==> src/rtl/bp_tournament_updater.sv <==
`default_nettype none
// ============================================================================
// Module   : bp_tournament_updater
// Brief    : Resolve-side update engine for the tournament branch predictor.
//            Queues resolved branches and serially read-modify-writes the
//            local history, local, global and choice tables.
// Revision : 1.0
// ============================================================================
module bp_tournament_updater #(
    parameter int unsigned VLEN                  = 64,
    parameter int unsigned LocalHistoryTableSize = 1024,
    parameter int unsigned LocalPredictorSize    = 1024,
    parameter int unsigned GlobalPredictorSize   = 1024,
    parameter int unsigned ChoicePredictorSize   = 1024,
    parameter int unsigned FifoDepth             = 4,
    localparam int unsigned LHT_W = $clog2(LocalHistoryTableSize),
    localparam int unsigned LH_W  = $clog2(LocalPredictorSize),
    localparam int unsigned GH_W  = $clog2(GlobalPredictorSize),
    localparam int unsigned CH_W  = $clog2(ChoicePredictorSize)
) (
    input  logic             clk_i,
    input  logic             rst_ni,
    input  logic             flush_bp_i,
    input  logic             res_valid_i,
    output logic             res_ready_o,
    input  logic [VLEN-1:0]  res_pc_i,
    input  logic             res_taken_i,
    input  logic [GH_W-1:0]  res_ghr_i,
    output logic [LHT_W-1:0] lht_addr_o,
    input  logic [LH_W-1:0]  lht_rdata_i,
    output logic             lht_we_o,
    output logic [LH_W-1:0]  lht_wdata_o,
    output logic [LH_W-1:0]  lp_addr_o,
    input  logic [1:0]       lp_rdata_i,
    output logic             lp_we_o,
    output logic [1:0]       lp_wdata_o,
    output logic [GH_W-1:0]  gp_addr_o,
    input  logic [1:0]       gp_rdata_i,
    output logic             gp_we_o,
    output logic [1:0]       gp_wdata_o,
    output logic [CH_W-1:0]  ch_addr_o,
    input  logic [1:0]       ch_rdata_i,
    output logic             ch_we_o,
    output logic [1:0]       ch_wdata_o,
    output logic             busy_o
);

    localparam int unsigned PTR_W = $clog2(FifoDepth);
    localparam int unsigned CNT_W = $clog2(FifoDepth + 1);
    localparam logic [CNT_W-1:0] C_DEPTH    = CNT_W'(FifoDepth);
    localparam logic [PTR_W-1:0] C_LAST_PTR = PTR_W'(FifoDepth - 1);

    typedef enum logic [1:0] {
        S_IDLE   = 2'd0,
        S_RD_LHT = 2'd1,
        S_WRITE  = 2'd2
    } state_t;

    // Only the LHT index is kept per entry; the remaining PC bits never matter.
    logic [LHT_W-1:0] r_fifo_idx   [FifoDepth];
    logic             r_fifo_taken [FifoDepth];
    logic [GH_W-1:0]  r_fifo_ghr   [FifoDepth];
    logic [PTR_W-1:0] r_wr_ptr;
    logic [PTR_W-1:0] r_rd_ptr;
    logic [CNT_W-1:0] r_count;

    state_t           r_state;
    state_t           w_state_nxt;
    logic [LHT_W-1:0] r_idx;
    logic             r_taken;
    logic [GH_W-1:0]  r_ghr;
    logic [LH_W-1:0]  r_lh;

    logic w_full;
    logic w_empty;
    logic w_push;
    logic w_pop;
    logic w_lc;
    logic w_gc;
    logic w_unused;

    function automatic logic [PTR_W-1:0] f_ptr_inc(input logic [PTR_W-1:0] p);
        return (p == C_LAST_PTR) ? '0 : p + 1'b1;
    endfunction

    function automatic logic [1:0] f_sat(input logic [1:0] c, input logic up);
        if (up) begin
            return (c == 2'b11) ? c : c + 2'd1;
        end
        return (c == 2'b00) ? c : c - 2'd1;
    endfunction

    assign w_full      = (r_count == C_DEPTH);
    assign w_empty     = (r_count == '0);
    assign w_push      = res_valid_i && !w_full && !flush_bp_i;
    assign w_pop       = (r_state == S_IDLE) && !w_empty && !flush_bp_i;
    assign res_ready_o = !w_full;
    assign busy_o      = !w_empty || (r_state != S_IDLE);
    assign w_unused    = ^{res_pc_i[VLEN-1:LHT_W+1], res_pc_i[0]};

    always_ff @(posedge clk_i) begin
        if (w_push) begin
            r_fifo_idx[r_wr_ptr]   <= res_pc_i[LHT_W:1];
            r_fifo_taken[r_wr_ptr] <= res_taken_i;
            r_fifo_ghr[r_wr_ptr]   <= res_ghr_i;
        end
    end

    always_ff @(posedge clk_i or negedge rst_ni) begin
        if (!rst_ni) begin
            r_state  <= S_IDLE;
            r_wr_ptr <= '0;
            r_rd_ptr <= '0;
            r_count  <= '0;
            r_idx    <= '0;
            r_taken  <= 1'b0;
            r_ghr    <= '0;
            r_lh     <= '0;
        end else begin
            r_state <= w_state_nxt;
            if (flush_bp_i) begin
                r_wr_ptr <= '0;
                r_rd_ptr <= '0;
                r_count  <= '0;
            end else begin
                if (w_push) r_wr_ptr <= f_ptr_inc(r_wr_ptr);
                if (w_pop)  r_rd_ptr <= f_ptr_inc(r_rd_ptr);
                if (w_push && !w_pop) r_count <= r_count + 1'b1;
                else if (w_pop && !w_push) r_count <= r_count - 1'b1;
            end
            if (w_pop) begin
                r_idx   <= r_fifo_idx[r_rd_ptr];
                r_taken <= r_fifo_taken[r_rd_ptr];
                r_ghr   <= r_fifo_ghr[r_rd_ptr];
            end
            if (r_state == S_RD_LHT) r_lh <= lht_rdata_i;
        end
    end

    always_comb begin
        w_state_nxt = r_state;
        unique case (r_state)
            S_IDLE:   if (w_pop) w_state_nxt = S_RD_LHT;
            S_RD_LHT: w_state_nxt = S_WRITE;
            S_WRITE:  w_state_nxt = S_IDLE;
            default:  w_state_nxt = S_IDLE;
        endcase
        if (flush_bp_i) w_state_nxt = S_IDLE;
    end

    // A predictor is "correct" when its counter direction matches the outcome.
    assign w_lc = (lp_rdata_i[1] == r_taken);
    assign w_gc = (gp_rdata_i[1] == r_taken);

    always_comb begin
        lht_addr_o  = '0;
        lp_addr_o   = '0;
        gp_addr_o   = '0;
        ch_addr_o   = '0;
        lht_we_o    = 1'b0;
        lp_we_o     = 1'b0;
        gp_we_o     = 1'b0;
        ch_we_o     = 1'b0;
        lht_wdata_o = '0;
        lp_wdata_o  = '0;
        gp_wdata_o  = '0;
        ch_wdata_o  = '0;
        unique case (r_state)
            S_IDLE: begin
                if (!w_empty) lht_addr_o = r_fifo_idx[r_rd_ptr];
            end
            S_RD_LHT: begin
                lht_addr_o = r_idx;
                lp_addr_o  = lht_rdata_i;
                gp_addr_o  = r_ghr;
                ch_addr_o  = r_ghr[CH_W-1:0];
            end
            S_WRITE: begin
                lht_addr_o  = r_idx;
                lp_addr_o   = r_lh;
                gp_addr_o   = r_ghr;
                ch_addr_o   = r_ghr[CH_W-1:0];
                lht_we_o    = !flush_bp_i;
                lp_we_o     = !flush_bp_i;
                gp_we_o     = !flush_bp_i;
                ch_we_o     = !flush_bp_i;
                lht_wdata_o = {r_lh[LH_W-2:0], r_taken};
                lp_wdata_o  = f_sat(lp_rdata_i, r_taken);
                gp_wdata_o  = f_sat(gp_rdata_i, r_taken);
                if (w_gc && !w_lc)      ch_wdata_o = f_sat(ch_rdata_i, 1'b1);
                else if (w_lc && !w_gc) ch_wdata_o = f_sat(ch_rdata_i, 1'b0);
                else                    ch_wdata_o = ch_rdata_i;
            end
            default: ;
        endcase
    end

endmodule
`default_nettype wire
==> config.mk <==
export PLATFORM = sky130hd
export DESIGN_NAME = bp_tournament_updater
export DESIGN_NICKNAME = d
export VERILOG_FILES = /design/src/rtl/bp_tournament_updater.sv
export SDC_FILE = /design/constraint.sdc
export NUM_CORES = 1
export LEC_CHECK = 0
export CAP_MARGIN = 15
export CORE_MARGIN = 10
export CORE_UTILIZATION = 44
export DETAILED_ROUTE_END_ITERATION = 7
export PLACE_DENSITY = 0.77
export SLEW_MARGIN = 30
export SYNTH_ARGS = -nofsm -noshare
export SYNTH_HDL_FRONTEND = slang
export SYNTH_SLANG_ARGS = --single-unit
==> constraint.sdc <==
create_clock -name clk_i -period 2.3 [get_ports clk_i]
set_input_delay 0.46 -clock clk_i [delete_from_list [all_inputs] [get_ports clk_i]]
set_output_delay 0.46 -clock clk_i [all_outputs]
set_load 0.05 [all_outputs]
Word-level counts from Yosys, hierarchy flattened
Memories as Yosys holds them, arrays and structs flattened. A register that Yosys moved wholly into a read port is not among the register bits.
Cells that the tools add are included.
Word-level totals
  register bits: 29
  bits in latches: 0
  bits in writable memories: 84
  bits in read-only memories: 0
  input port bits: 95
  output and inout bits: 62
  logic and storage cells: 98
  memories: 3
Memory list
  r_fifo_ghr: depth 4, width 10, read ports 1, clocked after memory_dff 1, wr ports 1, line 62  | logic [GH_W-1:0] r_fifo_ghr [FifoDepth];
  r_fifo_idx: depth 4, width 10, read ports 1, clocked after memory_dff 0, wr ports 1, line 60  | logic [LHT_W-1:0] r_fifo_idx [FifoDepth];
  r_fifo_taken: depth 4, width 1, read ports 1, clocked after memory_dff 1, wr ports 1, line 61  | logic r_fifo_taken [FifoDepth];
Cells by class
  add/sub/neg operators: 10
  multiply operators: 0
  div/mod/pow operators: 0
  magnitude comparators: 0
  eq/ne operators: 11
  shift-type cells: 0
  muxes and demuxes: 40
  bitwise operators: 0
  reduce and logical (&&, ||, !) cells: 28
Operator list (number)
  2-to-1 mux 2 bit: 24
  one-hot mux 10 bit (2 select lines): 2
  2-to-1 mux 10 bit: 3
  equality test 2 bit, second input constant: 6
  adder 2 x 1 -> 2 bit, second input constant: 5
  zero test 1 bit: 9
  2-to-1 mux 3 bit: 3
  logical AND 1 bit: 8
  zero test 2 bit: 4
  2-to-1 mux 1 bit: 7
  nonzero test 2 bit: 3
  subtractor 2 x 1 -> 2 bit, second input constant: 3
  one-hot mux 2 bit (2 select lines): 1
  adder 3 x 1 -> 3 bit, second input constant: 1
  equality test 3 bit, second input constant: 1
  zero test 3 bit: 1
  inequality test 3 bit, second input constant: 1
  nonzero test 3 bit: 1
  subtractor 3 x 1 -> 3 bit, second input constant: 1
  equality test 1 bit: 2
  equality test 2 x 1 -> 1 bit, second input constant: 1
  OR reduction 2 bit: 1
  logical OR 1 bit: 1

Depth between registers and ports, before layout
Gate-level depths: netlist of the first run.
  word-level depth: 9
  gate-level depth with buffers: 8
  gate-level depth less buffers: 8

Worst setup path before layout of the first run
OpenSTA, ideal clock, no wires.
  path kind: input to output
  start: input port ch_rdata_i[0]
  end: output port ch_wdata_o[0]
  arrival time: 2408 ps
  data required time: 1840 ps
  path slack: -568 ps
  stages: 4
  path buffers: 1
  cells stage by stage: clkbuf_1 > or2_2 > a21o_1 > a311oi_1
On the way
  longest elaborated chain between the ends: 5
  elaborated cells on any way between the ends: 10
  classes of those cells: 2 x add/sub; 1 x eq/ne; 6 x mux; 1 x reduce/logical
Ends and longest elaborated chain
  from (decl): line 42  | input logic [1:0] ch_rdata_i,
  subtractor 2 x 1 -> 2 bit, or another cell as far along: line 90  | return (c == 2'b00) ? c : c - 2'd1;
  2-to-1 mux 2 bit, on equally long branches: line 90, 88
  2-to-1 mux 2 bit, on equally long branches: line 191, 90
  2-to-1 mux 2 bit (*): line 190  | if (w_gc && !w_lc) ch_wdata_o = f_sat(ch_rdata_i, 1'b1);
  2-to-1 mux 2 bit (*): line 168  | unique case (r_state)
  to (decl): line 44  | output logic [1:0] ch_wdata_o,
Mark *: on every way between the ends. The rest lies on a longest branch, timed or not.

Worst setup path after layout of the first run
  start: register r_rd_ptr[0]
  end: output port lht_addr_o[9]
On the way
  longest elaborated chain between the ends: 3
Ends and longest elaborated chain
  from (decl): line 64  | logic [PTR_W-1:0] r_rd_ptr;
  from (signal assigned): line 127  | if (w_pop) r_rd_ptr <= f_ptr_inc(r_rd_ptr);
  memory (4 x 10 bit)
  2-to-1 mux 10 bit: line 170  | if (!w_empty) lht_addr_o = r_fifo_idx[r_rd_ptr];
  one-hot mux 10 bit (2 select lines): line 168
  to (decl): line 29  | output logic [LHT_W-1:0] lht_addr_o,
Every way passes these cells.

==> impl_metrics.ini, run 1 <==
[status]
status = complete, but fails checks
violations = setup timing

[die]
chipWidth_um = 133
coreArea_sq_um = 12600
die_h_um = 133
row_count = 41
die_area_sq_um = 17800
initial_core_util_pct = 44.8
pin_count = 157

[clock_network]
cts_max_level = 4
ctsRootBufferMaster = clkbuf_16
numCtsBuffers = 17
clk_pin_slew_ps = 50
clock_latency_ps = 410
numClockSinks = 124
clock_path_buffers = 2
cts_tree = built

[cells_and_area]
fin_util_pct = 67.8
multi_input_area_sq_um = 2010
drive_gt1_share_pct = 44.7
instances_no_fill = 698
nets = 618
syn2layout_area_growth_pct = 51.3
fillers = 876
diodes = 0
regArea_sq_um = 3530
final_area_sq_um = 8550

[drt]
dr.pass1.iters = 4
ant_nets = 0
route.vias.total = 3648
drcViolationCount = 0
wl_per_cell_um = 19.6
drtIter0Drc = 179
wl_um = 13600
routed_via_density = 5.23

[power_and_ir_drop]
power_density_nw_per_um2 = 1520
peakVddDrop_mv = 1.08
leakage_nw = 3.33

[global_route]
grt_pass1_vias = 3957
antenna_found_initial = 0
overflow = 0
grt_pass1_wl_um = 21400
grt_usage_pct = 15.2
grt_max_degree = 28

[setup_path]
worst-setup-path-type = flop to output pin
worstPathArrival_ps = 1920
path_delay_family = multiplexers
path_cells = buf_12, mux4_2, a22o_4, buf_12
r2r_setup_slack_ps = 110
slowest_delay_ps = 520
crit_required_ps = 1840
crit_top_cell = buf_12
path_max_fanout = 5
startpoint_type = flop
critPathSlowestCell = mux4_2
endpoint_kind = output pin
path_buf_inv = 2

[synth]
syn_inst = 379
syn_area_sq_um = 5650
synth_ff_type = edfxtp_1
syn_avg_cell_area_sq_um = 14.9
synth_cell_type_count = 48
ys_warn_count = 0
synth.most_common_cell = edfxtp_1
netlist_top_cells_count = edfxtp_1, dfrtp_1, inv_1, nand2_1, mux4_2
ys_top_cells_by_area = edfxtp_1, dfrtp_1, mux4_2
ys_ff_latch = 124
synth_edf_count = 84
synth_area_leader_cell = edfxtp_1
async_flop_share_pct = 32.3
syn-num-nets = 484
yosysTopAreaCellShare_pct = 44.6
yosysSeqAreaShare_pct = 62.3

[timing]
setup_ws_ps = -78.6
hold_violations = 0
fin_crit_sh_pct = 103
drv_slew = 0
finalCriticalPeriod_ps = 2380
fmax_mhz = 420
setup_viol = 10
rsz0062_at_grt = yes
fin_skew_ps = 7.84
worstMarginPinSlew_ps = 425
whs_ps = 505
max_slew_margin_pct = 70.9

[hold_path]
hp-class = flop to flop

[run]
max_cap_violations = 0

[placement]
placed_cell_area_sq_um = 7580
gp_congestion = 0.730
placed_cells_incl_taps = 654
dp.final_hpwl_um = 8670
portBuffers = 102
## repair_timing
action,in CTS,in global routing
setup endpoints to repair,47,47
cloned,0,1
hold endpoints to repair,13,0
pin swaps,5,5
hold buffers,1,0
setup buffers,5,6
gates resized for setup,47,24
## report_power, final
group / switching (W) / internal (W)
clock: 0.000964 / 0.00170
sequential: 0.000299 / 0.00283
combinational: 0.00366 / 0.00357
## cells in the final DEF, fill, tap and decap left out, types with 4 or more instances in the layout
cell | Yosys | routed
buf_6 | 5 | 9
a22o_4 | 0 | 4
and2_1 | 15 | 5
dfrtp_1 | 40 | 34
nor2_1 | 11 | 9
a21oi_1 | 9 | 9
inv_1 | 33 | 30
dfrtp_2 | 0 | 6
a22o_1 | 10 | 6
ha_1 | 9 | 6
mux2_4 | 20 | 20
clkinvlp_4 | 0 | 5
and2_2 | 0 | 10
a21boi_2 | 0 | 9
nand2_1 | 25 | 24
edfxtp_1 | 84 | 84
clkbuf_16 | 0 | 17
mux4_2 | 21 | 21
buf_4 | 14 | 33
buf_12 | 1 | 66
clkdlybuf4s50_1 | 0 | 35
o21ai_0 | 14 | 14
## final timing paths
check                            startpoint            end  depth (start not counted)
worst max register to register   r_count[2]     r_count[1]                          8
worst min register to register     r_ghr[3]       r_ghr[3]                          1
min in group asynchronous            rst_ni       r_ghr[1]                          2
max in group asynchronous            rst_ni    r_rd_ptr[0]                          3
worst min-delay path               r_ghr[3]       r_ghr[3]                          1
worst max-delay path            r_rd_ptr[0]  lht_addr_o[9]                          4
## per-stage QoR
step	setup WS [ps]	total power, W	TNS [ps]
2_1_floorplan	-38.9	0.00697	-38.9
3_3_place_gp	-227	0.00963	-1140
3_5_place_dp	-418	0.00975	-2060
4_1_cts	-91.0	0.0128	-611
5_1_grt	-142	0.0136	-1090
6_report	-78.6	0.0130	-434
## sequential cells by signal, summed over array words and instances, names as in the netlist
| name | count |
|---|---|
| r_wr_ptr | 2 |
| r_fifo_ghr | 40 |
| r_ghr | 10 |
| r_state | 2 |
| r_taken | 1 |
| r_rd_ptr | 2 |
| r_lh | 10 |
| r_fifo_taken | 4 |
| r_fifo_idx | 40 |
| r_count | 3 |
| r_idx | 10 |
## cell families (layout without fill, tap and decap cells)
kind of cell	after synthesis	count (layout)	share of synthesized area (%)
and+or+nand+nor	69	69	6.15
buffers and inverters	67	214	6.42
xor gates and xnor gates	1	1	0.155
AOI/OAI and AO/OA	60	60	7.62
adders and majority gates	12	12	2.70
DFF	124	124	62.3
muxes	46	46	14.6
## layer usage
layer,wire [um],global-route usage [%],part of all wire (%),up-vias
li1,-,-,-,1653
met3,944,4.92,6.9,22
met2,7100,25.8,52,143
met5,0,0,0,-
met4,271,6.35,2.0,0
met1,5330,17.3,39,1830
## final cells by class
cell class	count	area share (%)
inverter	33	1.48
sequential	124	41.3
tap	172	2.52
timing repair buffer	149	24.3
multi-input combinational	188	23.5
clock inverter	15	2.00
clock buffer	17	4.98
(Power assumes the default switching activity.)
==> run 2: changes to the inputs <==
--- a/config.mk
+++ b/config.mk
@@ -10,6 +10,7 @@
 export CORE_UTILIZATION = 44
 export DETAILED_ROUTE_END_ITERATION = 7
 export PLACE_DENSITY = 0.77
+export SKIP_LAST_GASP = 1
 export SLEW_MARGIN = 30
 export SYNTH_ARGS = -nofsm -noshare
 export SYNTH_HDL_FRONTEND = slang
==> impl_metrics.ini, run 2 (synthesized netlist as in run 1, its figures left out) <==
[setup_path]
path_max_fanout = 5
worstPathArrival_ps = 1920
worst_r2r_path_depth = 8
crit_required_ps = 1840
endpoint_kind = output pin
worst-setup-path-type = flop to output pin
startpoint_type = flop

[drt]
wl_met3_um = 923
wl_met2_um = 7160
route.vias.total = 3652
drt-met1-wl_um = 5450
ant_nets = 0
routed_via_density = 5.22
wl_um = 13800
wl_per_cell_um = 19.7
dr.pass1.iters = 5
drcViolationCount = 0
routed.top_layer = met4
drtIter0Drc = 188

[global_route]
grt_max_degree = 28
overflow = 0
grt_usage_pct = 15.2
grt_pass1_vias = 3957
grt_pass1_wl_um = 21400
antenna_found_initial = 0

[timing]
drv_slew = 0
setup_viol = 10
fmax_mhz = 420
finalCriticalPeriod_ps = 2380
max_slew_margin_pct = 70.6
worstMarginPinSlew_ps = 430
whs_ps = 505
setup_ws_ps = -83.0
rsz0062_at_grt = yes
setup_tns_ps = -479
fin_skew_ps = 8.11
hold_violations = 0
fin_crit_sh_pct = 104

[placement]
dp.final_hpwl_um = 8670
portBuffers = 102
gp_congestion = 0.730

[die]
die_h_um = 133
die_area_sq_um = 17800
coreArea_sq_um = 12600
pin_count = 157
row_count = 41
chipWidth_um = 133
initial_core_util_pct = 44.8

[clock_network]
ctsRootBufferMaster = clkbuf_16
cts_tree = built
clock_path_buffers = 2
cts_max_level = 4
clock_latency_ps = 410
clk_pin_slew_ps = 50
numCtsBuffers = 17
numClockSinks = 124

[hold_path]
whs_path_depth = 1
hp-class = flop to flop

[power_and_ir_drop]
leakage_nw = 3.33
power_density_nw_per_um2 = 1530
peakVddDrop_mv = 1.08

[cells_and_area]
diodes = 0
final_cell_mix = edfxtp_1, buf_12, clkdlybuf4s50_1
biggestRegsByFlops = r_fifo_ghr x40, r_fifo_idx x40
final_common_cell = edfxtp_1
drive_gt1_share_pct = 44.8
syn2layout_area_growth_pct = 51.6
nets = 619

[status]
status = complete, but fails checks
violations = setup timing

[run]
max_cap_violations = 0
[run 2: changes by cell type in the layout (fill, tap and decap cells not counted)]
cell / before / now
buf_6: 9 / 10
nor2_2: 1 / 0
nor2_4: 2 / 3
[run 2: worst paths after layout]
kind / from / endpoint / slack [ps]
setup / recovery: r_rd_ptr[0] / lht_addr_o[9] / -80
hold / removal: r_ghr[3] / r_ghr[3] / 510
setup reg to reg: r_count[2] / r_count[1] / 110
hold reg to reg: r_ghr[3] / r_ghr[3] / 510
max in group asynchronous: rst_ni / r_rd_ptr[0] / 1040
min in group asynchronous: rst_ni / r_ghr[1] / 530
[run 2: per-stage QoR]
stage	setup slack [ps]	total power [W]	instances	instance area (sq um)	utilization, %
global placement	-227	0.00963	654	7580	60.1
global route	-142	0.0136	699	8570	67.9
CTS	-91.0	0.0128	692	8390	66.5
floorplan	-38.9	0.00697	379	5660	-
finish	-83.0	0.0131	699	8570	67.9
detailed placement	-418	0.00975	654	7580	60.1
[run 2: power by group]
part	total [W]	internal [W]	switching (W)
clock network	0.00267	0.00170	0.000969
registers	0.00313	0.00283	0.000304
logic	0.00730	0.00360	0.00370
total	0.0131	0.00813	0.00497
[run 2: per-layer routing]
layer  GRT usage, %  up-vias
met4           6.35        0
met1           17.3     1856
met3           4.92       22
li1               -     1651
met5              0        -
met2           25.8      123
[run 2: final cells by class]
| type | count | area [sq um] |
|---|---|---|
| inverters | 33 | 126 |
| multi-input cells | 188 | 2010 |
| clock inverters | 15 | 171 |
| fillers | 871 | 4050 |
| flip-flops and latches | 124 | 3530 |
| clock buffers | 17 | 425 |
| repair buffers | 150 | 2090 |
| well taps | 172 | 215 |
[run 2: timing repair]
action                     CTS  global route
cloned                       0             2
hold endpoints to repair    13             0
pin swaps                    5             5
resized for setup           46            29
hold buffers                 1             0
setup endpoints to repair   47            47
buffers inserted             5             6
[run 2: worst max-delay path, cell delays in order, from the launching register on]
cell and delay, ps:
dfrtp_2 430, buf_12 140, mux4_2 520, a22o_4 280, buf_12 150
